**config.mk**
```make
export PLATFORM = sky130hd
export DESIGN_NAME = cpu_instr_fetch
export DESIGN_NICKNAME = d
export VERILOG_FILES = /design/src/rtl/cpu_instr_fetch_pkg.sv /design/src/rtl/cpu_prog_mem.sv /design/src/rtl/cpu_instr_fetch.sv
export SDC_FILE = /design/constraint.sdc
export NUM_CORES = 1
export LEC_CHECK = 0
export ABC_AREA = 1
export BUFFER_PORTS_ARGS = -buffer_cell sky130_fd_sc_hd__buf_4
export CELL_PAD_IN_SITES_DETAIL_PLACEMENT = 0
export CELL_PAD_IN_SITES_GLOBAL_PLACEMENT = 1
export CORE_ASPECT_RATIO = 1.25
export CORE_UTILIZATION = 42
export CTS_CLUSTER_DIAMETER = 60
export DETAILED_ROUTE_END_ITERATION = 16
export PLACE_DENSITY_LB_ADDON = 0.1
export SYNTH_ARGS = -nofsm -noshare
export SYNTH_HDL_FRONTEND = slang
export SYNTH_SLANG_ARGS = --single-unit
```
**constraint.sdc**
```tcl
create_clock -name clk_i -period 1.7 [get_ports clk_i]
set_input_delay 0.17 -clock clk_i [delete_from_list [all_inputs] [get_ports clk_i]]
set_output_delay 0.17 -clock clk_i [all_outputs]
set_load 0.01 [all_outputs]
```
**src/rtl/cpu_instr_fetch_pkg.sv**
```systemverilog
// cpu_instr_fetch_pkg: opcode width, fetch state encodings and opcode values shared by the fetch unit
package cpu_instr_fetch_pkg;
    localparam int OP_W = 5;

    typedef enum logic [1:0] {
        S_IDLE  = 2'd0,
        S_PULSE = 2'd1,
        S_GAP   = 2'd2,
        S_HALT  = 2'd3
    } fetch_state_e;

    localparam logic [OP_W-1:0] OP_NOP = 5'd0;
    localparam logic [OP_W-1:0] OP_ADD = 5'd1;
    localparam logic [OP_W-1:0] OP_SUB = 5'd2;
    localparam logic [OP_W-1:0] OP_AND = 5'd3;
    localparam logic [OP_W-1:0] OP_OR  = 5'd4;
    localparam logic [OP_W-1:0] OP_XOR = 5'd5;
endpackage

```
**src/rtl/cpu_prog_mem.sv**
```systemverilog
// cpu_prog_mem: program store, synchronous write and combinational read
module cpu_prog_mem import cpu_instr_fetch_pkg::*; #(
    parameter int DEPTH = 16,
    parameter int W = cpu_instr_fetch_pkg::OP_W,
    localparam int AW = $clog2(DEPTH)
) (
    input  logic          clk_i,
    input  logic          we_i,
    input  logic [AW-1:0] waddr_i,
    input  logic [W-1:0]  wdata_i,
    input  logic [AW-1:0] raddr_i,
    output logic [W-1:0]  rdata_o
);
    logic [W-1:0] mem_q [DEPTH];

    always_ff @(posedge clk_i)
        if (we_i) mem_q[waddr_i] <= wdata_i;

    assign rdata_o = mem_q[raddr_i];
endmodule

```
**src/rtl/cpu_instr_fetch.sv**
```systemverilog
// cpu_instr_fetch: program store, PC/IR and run/step/halt sequencing for the control FSM.
// Defining FETCH_BREAKPOINT_EN adds a PC breakpoint (bp_en_i, bp_addr_i, bp_hit_o).
module cpu_instr_fetch import cpu_instr_fetch_pkg::*; #(
    parameter int PROG_DEPTH = 16,
    parameter int OP_W = cpu_instr_fetch_pkg::OP_W,
    localparam int PC_W = $clog2(PROG_DEPTH)
) (
    input  logic            clk_i,
    input  logic            rst_ni,
    input  logic            prog_we_i,
    input  logic [PC_W-1:0] prog_addr_i,
    input  logic [OP_W-1:0] prog_data_i,
    input  logic [PC_W-1:0] prog_last_i,
    input  logic            run_i,
    input  logic            step_i,
    input  logic            clr_i,
    input  logic            pc_inc_i,
    output logic            exec_enable_o,
    output logic [OP_W-1:0] operation_o,
    output logic [PC_W-1:0] pc_o,
    output logic            busy_o,
    output logic            halted_o,
    output logic            error_o
`ifdef FETCH_BREAKPOINT_EN
    ,
    input  logic            bp_en_i,
    input  logic [PC_W-1:0] bp_addr_i,
    output logic            bp_hit_o
`endif
);
    fetch_state_e    state_q;
    logic [PC_W-1:0] pc_q;
    logic [OP_W-1:0] ir_q, mem_rd;
    logic            err_q, step_q, step_flag_q, last_q;
    logic            step_rise, run_go, bp_take;

    assign step_rise     = step_i & ~step_q;
    assign exec_enable_o = state_q == S_PULSE;
    assign busy_o        = state_q == S_PULSE || state_q == S_GAP;
    assign halted_o      = state_q == S_HALT;
    assign error_o       = err_q;
    assign operation_o   = ir_q;
    assign pc_o          = pc_q;

    cpu_prog_mem #(.DEPTH(PROG_DEPTH), .W(OP_W)) u_mem (
        .clk_i   (clk_i),
        .we_i    (prog_we_i && (state_q == S_IDLE || state_q == S_HALT)),
        .waddr_i (prog_addr_i),
        .wdata_i (prog_data_i),
        .raddr_i (pc_q),
        .rdata_o (mem_rd)
    );

`ifdef FETCH_BREAKPOINT_EN
    logic run_q, bp_hold_q, skip_q, skip;
    // a run resumed after a hit steps over the breakpoint once; hold blocks run until it is re-raised
    assign skip    = skip_q | (run_i & ~run_q & bp_hit_o);
    assign run_go  = run_i & ~bp_hold_q;
    assign bp_take = run_go && bp_en_i && pc_q == bp_addr_i && !skip &&
                     (state_q == S_IDLE || (state_q == S_GAP && !last_q && !step_flag_q));

    always_ff @(posedge clk_i or negedge rst_ni)
        if (!rst_ni) begin
            run_q     <= 1'b0;
            bp_hold_q <= 1'b0;
            skip_q    <= 1'b0;
            bp_hit_o  <= 1'b0;
        end else begin
            run_q <= run_i;
            if (clr_i) begin
                bp_hold_q <= 1'b0;
                skip_q    <= 1'b0;
                bp_hit_o  <= 1'b0;
            end else begin
                bp_hold_q <= bp_take | (bp_hold_q & run_i);
                skip_q    <= state_q != S_PULSE && skip;
                bp_hit_o  <= bp_take | (bp_hit_o & ~(run_i & ~run_q));
            end
        end
`else
    assign run_go  = run_i;
    assign bp_take = 1'b0;
`endif

    always_ff @(posedge clk_i or negedge rst_ni)
        if (!rst_ni) begin
            state_q     <= S_IDLE;
            pc_q        <= '0;
            ir_q        <= '0;
            err_q       <= 1'b0;
            step_q      <= 1'b0;
            step_flag_q <= 1'b0;
            last_q      <= 1'b0;
        end else begin
            step_q <= step_i;
            if (clr_i) begin
                state_q     <= S_IDLE;
                pc_q        <= '0;
                ir_q        <= '0;
                err_q       <= 1'b0;
                step_flag_q <= 1'b0;
            end else begin
                case (state_q)
                    S_IDLE:
                        if (run_go) state_q <= bp_take ? S_IDLE : S_PULSE;
                        else if (step_rise) begin
                            state_q     <= S_PULSE;
                            step_flag_q <= 1'b1;
                        end
                    S_PULSE:
                        if (pc_inc_i) begin
                            ir_q    <= mem_rd;
                            pc_q    <= pc_q + 1'b1;
                            last_q  <= pc_q == prog_last_i;
                            state_q <= S_GAP;
                        end else begin
                            err_q   <= 1'b1;
                            state_q <= S_HALT;
                        end
                    S_GAP:
                        if (last_q) state_q <= S_HALT;
                        else if (step_flag_q || !run_i) begin
                            state_q     <= S_IDLE;
                            step_flag_q <= 1'b0;
                        end else state_q <= bp_take ? S_IDLE : S_PULSE;
                    default: state_q <= S_HALT;
                endcase
            end
        end
endmodule

```
==> flow_summary.ini <==
[logic_synthesis]
synthTopCellsByArea = edfxtp_1 55%, nand2_1 12%, dfrtp_1 8.6%, nand3_1 7.7%, inv_1 6.6%
synth_simple_gate_area_share_pct = 22.3
ys_async_sr_fraction_pct = 15.8
synth_edf_count = 80
synth_seq_cells = 95
synth_ff_type = edfxtp_1
post-synth-top-count-cell = nand2_1
yosys.area.top_type = edfxtp_1
ys.warnings.count = 0
synthesis.area_um2 = 4380
ys_seq_area_share_pct = 63.4
ys_top_cells_by_count = 136 x nand2_1, 80 x edfxtp_1, 77 x inv_1, 67 x nand3_1, 24 x nor2_1
synth_cell_type_count = 23
synth_top_family_by_area = simple AND/OR/NAND/NOR gates
synth_top_area_share_pct = 54.9
synth_fa_ha_area_share_pct = 2.00
syn_nets = 474
muxShareOfSynthArea_pct = 0
synth-compound-area-share_pct = 1.77
syn_avg_cell_area_um2 = 9.79
syn_inst = 447
synth_xor_area_share_pct = 0.800

[cts]
cts-root-buf = clkbuf_16
clk_latency_ns = 0.34
cts_sinks = 95
cts_buffer_depth = 2
cts-buffers-inserted = 9
cts_tree = built
cts_max_level = 3
clk_pin_slew_ns = 0.06

[setup_path]
crit_type = reg2reg
cp-start-kind = flip-flop
arrival_ns = 1.74
end_kind = flip-flop
cp_max_fo = 5
required_ns = 1.75

[layout]
fin_area_um2 = 5230
syn2layout_area_growth_pct = 19.5
fill_cells = 933
nets = 533
antennaDiodeCount = 0
fin_util_pct = 51.8
seq_area_um2 = 2780
multiInputGateArea_um2 = 1200
drive_above_1_share_pct = 16.4

[global_route]
antenna_found_initial = 0
track_usage_pct = 20.5
grt_pass1_wl_mm = 15.8
grt_max_degree = 43
grt_pass1_vias = 3082
grt_overflow_total = 0

[placement]
placed_area_um2 = 4880
post-dp-hpwl_mm = 7.13
portBuffers = 32
place_congestion = 0.768

[sta]
slew_headroom_pct = 71.6
fin_tns_setup_ns = 0
max_slew.worst_pin.slew_ns = 0.426
slew_viol_final = 0
fin_crit_ns = 1.69
fin_skew_ns = 0.00926
max_freq_mhz = 593
fin_crit_sh_pct = 99.2
rsz0062_at_grt = yes
final-hold-violation-count = 0
setup_violations = 0

[route]
avgRoutedWirePerCell_um = 15.7
drc = 0
wirelength_mm = 10.0
drt-initial-drc-count = 229
firstDrtPassIters = 5
vias = 3120
ant_nets = 0
vias_per_cell = 4.88

[status]
status = finished clean

[pwr]
power.density_nw_per_um2 = 1160
p_leak_uw = 0.00239
vdd_drop_max_mv = 0.676

[die]
num_rows = 41
boundaryPins = 33
die_y_um = 116
start_util_pct = 43.3
fp.dieW_um = 93.3
die_area_um2 = 10800
design.core.area_um2 = 10100

[flow_run]
maxCapViolCount = 0

[min_path]
hold_path.class = in2reg
[per-stage QoR]
stage                     total power (uW)  hold slack [ns]  cells  setup slack [ns]
final                                 6050           0.0476    640            0.0142
after global routing                  6350           0.0434    640           -0.0577
after CTS                             6010           0.0333    639           -0.0605
after detailed placement              4040           0.0435    619           -0.0478
after global placement                4030           0.0425    619           -0.0117
after floorplan                       3540           -0.126    447           -0.0739
[critical path: stages, from the launching register on]
cell and delay [ns]:
dfrtp_1 0.39, inv_2 0.09, ha_4 0.21, nor2_4 0.09, buf_6 0.11, nand3b_1 0.19, nor2_1 0.17, buf_4 0.16
[report_power, final]
group          total [uW]  internal [uW]  switching, uW
Sequential           2710           2640           62.8
Combinational        1390            581            807
Clock                1950           1130            825
[cells by family (layout without fill, tap and decap cells)]
kind of cell / after synthesis / in the layout
adders and majority gates: 7 / 7
and+or+nand+nor: 233 / 233
xor gates and xnor gates: 4 / 4
AOI/OAI and AO/OA: 14 / 14
DFF: 95 / 95
buffers and inverters: 94 / 158
[layout make-up]
type	instances	share of cell area, %
clock buffers	9	4.31
clock inverters	7	1.22
inverters	78	5.69
multi-input cells	258	23.0
flip-flops and latches	95	53.1
well taps	129	3.09
repair buffers	64	9.59
[registers in the layout, summed over array words and instances (netlist names)]
signal / flops
u_mem.mem_q: 80
state_q: 2
step_flag_q: 1
step_q: 1
error_o: 1
pc_o: 4
operation_o: 5
last_q: 1
[placed cells by master, fill, tap and decap left out, types with 2 or more instances in the layout]
cell           Yosys  layout
a21oi_1            4       4
xor2_1             2       2
nor3_1             2       2
clkbuf_16          0       9
xnor2_1            2       2
dlygate4sd3_1      0       2
edfxtp_1          80      80
nor2_2             0       2
o21ai_0            7       7
dfrtp_1           15      15
ha_1               7       6
clkinv_2           0       2
clkinv_1           0       2
nand3_1           67      67
nand3b_1           2       2
nand2_1          136     136
nor2_4             1       2
buf_4              3      60
inv_1             77      75
inv_2              0       2
nor2_1            24      21
[metal layers]
layer / GRT usage (%) / vias up / routed length, um
li1: - / 1551 / -
met1: 24.6 / 1475 / 4220
met2: 35.9 / 81 / 5210
met3: 3.78 / 13 / 406
met4: 8.92 / 0 / 201
met5: 0 / - / 0
[path summary, 6_finish.rpt]
path                                      end            from  cells after the start  slack [ns]
setup reg to reg           u_mem.mem_q[11][2]      state_q[1]                      7        0.01
setup / recovery           u_mem.mem_q[11][2]      state_q[1]                      7        0.01
hold reg to reg                operation_o[4]  operation_o[4]                      2        0.49
hold / removal                        error_o           clr_i                      2        0.05
max in group asynchronous             pc_o[3]          rst_ni                      2        1.29
min in group asynchronous      operation_o[0]          rst_ni                      2        0.22
[timing repair]
action,in CTS,in global routing
endpoints found under the hold margin,16,0
setup endpoints to repair,77,81
pin swaps,6,6
gates cloned,0,0
buffers inserted,2,1
resized for setup,0,6
hold buffers,2,0
No activity file was read; power rests on OpenSTA's default activity.
